--- config.mk ---
export PLATFORM = sky130hd
export DESIGN_NAME = serial_add_sched_flat
export DESIGN_NICKNAME = d
export VERILOG_FILES = /design/src/rtl/serial_add_sched_pkg.sv /design/src/rtl/serial_add_sched_if.sv /design/src/rtl/half_adder.sv /design/src/rtl/serial_add_sched.sv /design/src/flat_wrapper.sv
export SDC_FILE = /design/constraint.sdc
export NUM_CORES = 1
export LEC_CHECK = 0
export BUFFER_PORTS_ARGS = -buffer_cell sky130_fd_sc_hd__buf_2
export CAP_MARGIN = 40
export CORE_MARGIN = 2
export CORE_UTILIZATION = 34
export DETAILED_ROUTE_END_ITERATION = 12
export PLACE_DENSITY = 0.58
export SLEW_MARGIN = 25
export SYNTH_ARGS = -nofsm -noshare
export SYNTH_HDL_FRONTEND = slang
export SYNTH_SLANG_ARGS = --single-unit
--- constraint.sdc ---
create_clock -name clk -period 4.1 [get_ports clk]
set_input_delay 0.41 -clock clk [delete_from_list [all_inputs] [get_ports clk]]
set_output_delay 0.41 -clock clk [all_outputs]
set_load 0.05 [all_outputs]
--- src/rtl/serial_add_sched_pkg.sv ---
// Shared constants and state type for the bit-serial adder scheduler.
package serial_add_sched_pkg;

    localparam int unsigned DEFAULT_WIDTH = 8;

    localparam logic [1:0] ST_IDLE  = 2'd0;
    localparam logic [1:0] ST_PASS1 = 2'd1;
    localparam logic [1:0] ST_PASS2 = 2'd2;
    localparam logic [1:0] ST_DONE  = 2'd3;

    typedef enum logic [1:0] {
        StIdle  = ST_IDLE,
        StPass1 = ST_PASS1,
        StPass2 = ST_PASS2,
        StDone  = ST_DONE
    } state_e;

endpackage

--- src/rtl/serial_add_sched_if.sv ---
// Start/busy/done handshake plus operand and result buses of the serial adder.
interface serial_add_sched_if
    import serial_add_sched_pkg::*;
#(
    parameter int unsigned WIDTH = DEFAULT_WIDTH
);
    logic             start;
    logic [WIDTH-1:0] inp1;
    logic [WIDTH-1:0] inp2;
    logic             busy;
    logic             done;
    logic [WIDTH-1:0] out;
    logic             carry;

    modport master (
        output start, inp1, inp2,
        input  busy, done, out, carry
    );

    modport slave (
        input  start, inp1, inp2,
        output busy, done, out, carry
    );
endinterface

--- src/rtl/half_adder.sv ---
// Single-bit half adder shared by both passes of the serial adder.
module half_adder (
    input  logic inp1,
    input  logic inp2,
    output logic out,
    output logic carry
);
    assign out   = inp1 ^ inp2;
    assign carry = inp1 & inp2;
endmodule

--- src/rtl/serial_add_sched.sv ---
// Bit-serial WIDTH-bit adder: two half-adder passes per bit on one shared half_adder.
module serial_add_sched
    import serial_add_sched_pkg::*;
#(
    parameter int unsigned WIDTH = DEFAULT_WIDTH
) (
    input logic               clk,
    input logic               rst,
    serial_add_sched_if.slave bus
);
    localparam int unsigned     IdxW    = (WIDTH > 1) ? $clog2(WIDTH) : 1;
    localparam logic [IdxW-1:0] LastIdx = IdxW'(WIDTH - 1);

    state_e            state_q, state_d;
    logic [IdxW-1:0]   idx_q, idx_d;
    logic              cin_q, cin_d;
    logic              s1_q, s1_d;
    logic              c1_q, c1_d;
    logic [WIDTH-1:0]  a_q, a_d;
    logic [WIDTH-1:0]  b_q, b_d;
    logic [WIDTH-1:0]  res_q, res_d;
    logic [WIDTH-1:0]  out_q, out_d;
    logic              carry_q, carry_d;

    logic ha_a, ha_b, ha_sum, ha_co;

    half_adder u_ha (
        .inp1  (ha_a),
        .inp2  (ha_b),
        .out   (ha_sum),
        .carry (ha_co)
    );

    always_comb begin
        state_d = state_q;
        idx_d   = idx_q;
        cin_d   = cin_q;
        s1_d    = s1_q;
        c1_d    = c1_q;
        a_d     = a_q;
        b_d     = b_q;
        res_d   = res_q;
        out_d   = out_q;
        carry_d = carry_q;
        ha_a    = 1'b0;
        ha_b    = 1'b0;

        unique case (state_q)
            StIdle, StDone: begin
                state_d = StIdle;
                if (bus.start) begin
                    a_d     = bus.inp1;
                    b_d     = bus.inp2;
                    idx_d   = '0;
                    cin_d   = 1'b0;
                    res_d   = '0;
                    state_d = StPass1;
                end
            end
            StPass1: begin
                ha_a    = a_q[idx_q];
                ha_b    = b_q[idx_q];
                s1_d    = ha_sum;
                c1_d    = ha_co;
                state_d = StPass2;
            end
            StPass2: begin
                ha_a         = s1_q;
                ha_b         = cin_q;
                res_d[idx_q] = ha_sum;
                // At most one of the two pass carries can be set, so OR is the full carry.
                cin_d        = c1_q | ha_co;
                if (idx_q == LastIdx) begin
                    out_d   = res_d;
                    carry_d = cin_d;
                    state_d = StDone;
                end else begin
                    idx_d   = idx_q + 1'b1;
                    state_d = StPass1;
                end
            end
        endcase
    end

    always_ff @(posedge clk) begin
        if (rst) begin
            state_q <= StIdle;
            idx_q   <= '0;
            cin_q   <= 1'b0;
            s1_q    <= 1'b0;
            c1_q    <= 1'b0;
            a_q     <= '0;
            b_q     <= '0;
            res_q   <= '0;
            out_q   <= '0;
            carry_q <= 1'b0;
        end else begin
            state_q <= state_d;
            idx_q   <= idx_d;
            cin_q   <= cin_d;
            s1_q    <= s1_d;
            c1_q    <= c1_d;
            a_q     <= a_d;
            b_q     <= b_d;
            res_q   <= res_d;
            out_q   <= out_d;
            carry_q <= carry_d;
        end
    end

    assign bus.busy  = (state_q == StPass1) || (state_q == StPass2);
    assign bus.done  = (state_q == StDone);
    assign bus.out   = out_q;
    assign bus.carry = carry_q;

endmodule

--- src/flat_wrapper.sv ---
// flat-port wrapper written by rule: the top's interface ports become plain ports
module serial_add_sched_flat import serial_add_sched_pkg::*;
#(
    parameter int unsigned WIDTH = DEFAULT_WIDTH
)
  (clk, rst, bus_start, bus_inp1, bus_inp2, bus_busy, bus_done, bus_out, bus_carry);
  serial_add_sched_if #(.WIDTH(WIDTH)) bus_i ();
  input logic clk;
  input logic rst;
  input wire logic [$bits(bus_i.start)-1:0] bus_start;
  input wire logic [$bits(bus_i.inp1)-1:0] bus_inp1;
  input wire logic [$bits(bus_i.inp2)-1:0] bus_inp2;
  output wire logic [$bits(bus_i.busy)-1:0] bus_busy;
  output wire logic [$bits(bus_i.done)-1:0] bus_done;
  output wire logic [$bits(bus_i.out)-1:0] bus_out;
  output wire logic [$bits(bus_i.carry)-1:0] bus_carry;
  assign bus_i.start = bus_start;
  assign bus_i.inp1 = bus_inp1;
  assign bus_i.inp2 = bus_inp2;
  assign bus_busy = bus_i.busy;
  assign bus_done = bus_i.done;
  assign bus_out = bus_i.out;
  assign bus_carry = bus_i.carry;
  serial_add_sched #(.WIDTH(WIDTH)) u_core (.clk(clk), .rst(rst), .bus(bus_i));
endmodule
# Yosys cells after proc, flatten, opt, wreduce, memory -nomap -nowiden
# Index checks and enable logic that the tools add are counted.
dict set report classes {
  add_sub_neg 1
  n_lt_le_gt_ge 2
  eq_ne 6
  muxes 19
  n_bitwise 3
  reduce_logical 9
}
# cell n
set op_table {}
lappend op_table {{$pmux W8 S2} 1}
lappend op_table {{$bwmux W8} 1}
lappend op_table {{$mux W8} 1}
lappend op_table {{$bmux W1 S3} 2}
lappend op_table {{$mux W3} 2}
lappend op_table {{$pmux W1 S2} 3}
lappend op_table {{$pmux W2 S3} 1}
lappend op_table {{$pmux W3 S2} 1}
lappend op_table {{$reduce_and A2 Y1} 3}
lappend op_table {{$mux W1} 5}
lappend op_table {{$eq A2 B2 Y1 const B} 2}
lappend op_table {{$lt A3 B4 Y1 const B} 1}
lappend op_table {{$ne A2 B2 Y1 const B} 2}
lappend op_table {{$add A3 B1 Y3 const B} 1}
lappend op_table {{$demux W1 S3} 1}
lappend op_table {{$eq A3 B3 Y1 const B} 1}
lappend op_table {{$ge A3 B1 Y1 const B} 1}
lappend op_table {{$reduce_and A3 Y1} 1}
lappend op_table {{$eq A2 B1 Y1 const B} 1}
lappend op_table {{$logic_not A2 Y1} 1}
lappend op_table {{$mux W2} 1}
lappend op_table {{$reduce_bool A2 Y1} 1}
lappend op_table {{$reduce_or A2 Y1} 1}
lappend op_table {{$and A1 B1 Y1} 1}
lappend op_table {{4 further kinds} 4}
dict set report totals {
  regBits 41
  input_bits 19
  output_inout_bits 11
}

# Longest topological paths before layout
dict set report logic_depth {
  ltp_word 6
  mapped_depth 12
  depth_no_buf 9
}

# Hierarchy
# Synthesis repeated with hierarchy kept, for this count alone.
dict set report unflattened {
  cells_unflattened 233
  hier_area_um2 1988.2
}
# module n_inst cells_each area_per_inst_um2 seq_area_each_um2
set by_module_without_submodules {}
lappend by_module_without_submodules {serial_add_sched 1 232 1975.6 820.8}
lappend by_module_without_submodules {half_adder 1 1 12.5 0.0}

# Least setup slack after synthesis
# No wires, ideal clock.
dict set report synth_path {
  kind {reg-to-reg}
  from {reg u_core.state_q[0]}
  to {reg u_core.res_q[1]}
  setup_time_ns 0.128
  t_arrival_ns 2.113
  slack_ns 1.860
  path_stages_with_launch 12
  n_path_buf 3
  period_less_slack_ns 2.240
  cell_sequence {dfxtp_1 -> inv_1 -> ha_1 -> clkbuf_1 -> a21oi_1 -> a311oi_1 -> ha_1 -> clkbuf_1 -> and3_1 -> buf_2 -> a22oi_2 -> nor2_1}
}
dict set report synth_via {
  elab_chain_cells 5
  elab_cells_between_ends 13
  classes_between {eq/ne (4); mux (4); bitwise (1); reduce/logical (4)}
}
# item line
set synth_lines {}
lappend synth_lines {{from (decl)} serial_add_sched.sv:14} ;# state_e state_q, state_d;
lappend synth_lines {{from (signal assigned)} serial_add_sched.sv:87} ;# state_q <= StIdle;
lappend synth_lines {{from (signal assigned)} serial_add_sched.sv:98} ;# state_q <= state_d;
lappend synth_lines {{$eq A2 B2 Y1 / $eq A2 B1 Y1 (equally long branches)} serial_add_sched.sv:48} ;# unique case (state_q)
lappend synth_lines {{$pmux W1 S2} serial_add_sched.sv:48}
lappend synth_lines {{$xor A1 B1 Y1 (*)} half_adder.sv:8} ;# assign out = inp1 ^ inp2;
lappend synth_lines {{named net u_core.ha_sum} serial_add_sched.sv:25} ;# logic ha_a, ha_b, ha_sum, ha_co;
lappend synth_lines {{$bwmux W8 (*)} serial_add_sched.sv:70} ;# res_d[idx_q] = ha_sum;
lappend synth_lines {{$pmux W8 S2 (*)} serial_add_sched.sv:48}
lappend synth_lines {{to (signal assigned)} serial_add_sched.sv:105} ;# res_q <= res_d;
lappend synth_lines {{to (decl)} serial_add_sched.sv:21} ;# logic [WIDTH-1:0] res_q, res_d;
# The timed path passes the listed nets; every way through them passes the cells marked *.
# A chain may end at the register's enable or synchronous reset.

# Worst setup path in the final report
dict set report layout_path {
  from {reg u_core.idx_q[2]}
  to {reg u_core.res_q[3]}
}
dict set report layout_via {
  elab_chain_cells 6
  elab_cells_between_ends 14
  classes_between {order compare (2); mux (10); bitwise (1); reduce/logical (1)}
}
# item line
set layout_lines {}
lappend layout_lines {{from (decl)} serial_add_sched.sv:15} ;# logic [IdxW-1:0] idx_q, idx_d;
lappend layout_lines {{from (signal assigned)} serial_add_sched.sv:99} ;# idx_q <= idx_d;
lappend layout_lines {{$bmux W1 S3, on equally long branches} {serial_add_sched.sv:61, serial_add_sched.sv:62}}
lappend layout_lines {{$mux W1, on equally long branches} {serial_add_sched.sv:61, serial_add_sched.sv:62}}
lappend layout_lines {{$pmux W1 S2} serial_add_sched.sv:48}
lappend layout_lines {{$xor A1 B1 Y1 (*)} half_adder.sv:8}
lappend layout_lines {{named net u_core.ha_sum} serial_add_sched.sv:25}
lappend layout_lines {{$bwmux W8 (*)} serial_add_sched.sv:70}
lappend layout_lines {{$pmux W8 S2 (*)} serial_add_sched.sv:48}
# The timed path passes the listed nets; every way through them passes the cells marked *. The select of a mux whose other input is x is not followed.

==> metrics <==
clock skew a little over 0.005 ns; Synth top area share 0.412; first-pass GRT wire length between 7 and 8 mm; vias per cell 4.96; Worst VDD drop approximately 200 uV; post_cts resized 0; final number of setup-violating endpoints 0; clock sinks approximately 40; EDFF count, synth 0; commonest register cell after synthesis dfxtp_1; number of DRC markers after the initial detailed-route iteration 120; CP Launch Point u_core.idx_q[2]; Antenna Nets Post-Route 0; CTS tree built; Cell variety after synth 36; initial core utilization 0.358; fmax approximately 370 MHz; Clock transition at path regs ~0.080 ns; status completed; Core Box Area around 5600 um^2; Die X 80.6 um; #FFs+latches synth roughly 40; vias in the first global route roughly 1,500; Chip Height a little over 80 um; register area a little over 800 um^2; CTS buffer count 5; footprint of the multi-input gates 1050 um^2; Mapped Nets 261; max-cap violations 0; WP data required 4.32 ns; Rel. slew slack 0.507; largest cells by area after synthesis dfxtp_1 (41%), nand2_1 (7.7%), mux2i_1 (7.5%), a21oi_1 (6.5%), ha_1 (3.8%); Fillers 600; Placer Congestion 0.768; # port buffers 29; CTS Root Cell clkbuf_8; H-tree depth 2; Min-Delay Path Class in -> reg; Min Clock Period, post-route roughly 2.7 ns; sequential area share after synthesis 0.412; routed via count about 1,600; nets@finish between 200 and 300; number of remaining DRC errors 0; hold_ws approximately 0.35 ns; WL/cell about 13 um; Avg Synthesized Cell Area ~8.4 um^2; site row count 27; critical path arrival 2.90 ns; initial antenna violation count 0; Max clock buf depth 2; number of setup buffers added after CTS 0; unrepaired setup endpoints after global routing false; critical path type reg -> reg; largest net degree at the start of global routing 42; pins over their slew limit 0; setup TNS 0 ns; final WL between 4 and 5 mm; GRT overflow 0; Pwr Density around 330 nW/um^2; ys async rst share 0; crit end category register; HP Start bus_inp1[0]; HPWL after DPL 2.73 mm; drt first pass iters 4; startpoint types register; I/O pins 30; Slew @ Worst Pin around 0.74 ns; crit-path max FO 20; worst reg2reg startpoint u_core.idx_q[2]; Mapped Area 1990 um^2; final hold vios 0; Syn. warnings 0; area leader, netlist dfxtp_1; area added between synthesis and finish 10.6%; Post-Syn Instances ~240; Total GRT Usage 0.141; Leak 0.863 nW; Clock Latency Late Sink ~0.3 ns; ANT cells 0; Tcrit/Tclk final 0.652; Die ar. roughly 6500 um^2; # hold bufs at CTS 0; fraction of layout cells with a size suffix above 1 0.150
==> logic make-up (layout without fill, tap and decap cells) <==
kind of cell / Yosys count / count (layout) / synth area share
AOI/OAI and AO/OA: 55 / 55 / 0.170
and+or+nand+nor: 93 / 93 / 0.232
DFF: 41 / 41 / 0.412
buffers and inverters: 25 / 42 / 0.0615
adders and majority gates: 6 / 6 / 0.0377
muxes: 16 / 16 / 0.0866
==> cell usage in the layout (no fill, tap or decap), drive strengths merged <==
cell type  netlist  final
a31o             1      1
or3              1      1
or3b             4      4
a32oi            1      1
and3b            3      3
a22oi            4      4
dfxtp           41     41
or2              1      1
o32ai            1      1
a21boi           1      1
a31oi            1      1
nor3b            2      2
mux2i           16     16
a211oi           8      8
nand3            2      2
a311oi           2      2
clkbuf           9      8
and2             2      2
o221ai           1      1
nor3             2      2
nand2b           7      7
o21ai            8      8
ha               6      6
buf             11     29
nand2           41     41
nand3b           2      2
a21oi           26     26
and3             6      6
inv              5      5
o31ai            1      1
nor2            20     20
==> final cells by class <==
class | instances | share of cell area
well taps | 72 | 0.0409
clock buffers | 8 | 0.0363
repair buffers | 29 | 0.0658
flip-flops and latches | 41 | 0.372
inverters | 5 | 0.00851
multi-input cells | 170 | 0.476
==> worst paths after layout <==
kind / to / slack, ns / depth (start not counted)
worst min-delay path: u_core.a_q[0] / 0.35 / 3
worst max register to register: u_core.res_q[3] / 1.42 / 8
worst max-delay path: u_core.res_q[3] / 1.42 / 8
worst min register to register: u_core.b_q[3] / 0.46 / 2
==> metrics by stage <==
step / setup slack, ns / cells / util / cell area (um^2) / total power, W
3_3_place_gp: 1.48 / 317 / 0.381 / 2120 / 0.000485
3_5_place_dp: 1.45 / 317 / 0.381 / 2120 / 0.000486
6_report: 1.42 / 325 / 0.396 / 2200 / 0.000732
4_1_cts: 1.42 / 325 / 0.396 / 2200 / 0.000744
2_1_floorplan: 1.86 / 236 / - / 1990 / 0.000468
5_1_grt: 1.16 / 325 / 0.396 / 2200 / 0.000769
==> Yosys cell counts, drive strengths merged, types with 2 or more instances <==
| master | number |
|---|---|
| dfxtp | 41 |
| nand2 | 41 |
| a21oi | 26 |
| nor2 | 20 |
| mux2i | 16 |
| buf | 11 |
| clkbuf | 9 |
| a211oi | 8 |
| o21ai | 8 |
| nand2b | 7 |
| and3 | 6 |
| ha | 6 |
| inv | 5 |
| a22oi | 4 |
| or3b | 4 |
| and3b | 3 |
| a311oi | 2 |
| and2 | 2 |
| nand3 | 2 |
| nand3b | 2 |
| nor3 | 2 |
| nor3b | 2 |
==> state kept, by name (all words and copies together), names as in the netlist <==
signal and count:
u_core.a_q 8, u_core.b_q 8, u_core.bus.out 8, u_core.res_q 8, u_core.idx_q 3, u_core.state_q 2, u_core.bus.carry 1, u_core.c1_q 1
u_core.cin_q 1, u_core.s1_q 1
==> layer usage <==
| metal | part of all wire | up-vias | track usage | routed length, um |
|---|---|---|---|---|
| met3 | 0.041 | 10 | 0.0348 | 169 |
| met4 | 0.027 | 0 | 0.0644 | 111 |
| met1 | 0.51 | 725 | 0.195 | 2080 |
| met5 | 0 | - | 0 | 0 |
| met2 | 0.42 | 33 | 0.207 | 1730 |
| li1 | - | 845 | - | - |
==> worst max-delay path, cell delays in order, from the launching register on <==
cell and delay (ns):
dfxtp_1 0.79, mux2i_1 0.27, mux2i_1 0.09, o21ai_1 0.17, a311oi_1 0.11, ha_1 0.49, and3_1 0.42, nand2_1 0.09
a21oi_1 0.15
==> where the power goes <==
part / switching (W) / internal (W) / leakage [nW]
Sequential: 0.00000596 / 0.000409 / 0.333
Combinational: 0.0000387 / 0.0000223 / 0.490
Clock: 0.000135 / 0.000121 / 0.0395
(Power assumes the default switching activity.)
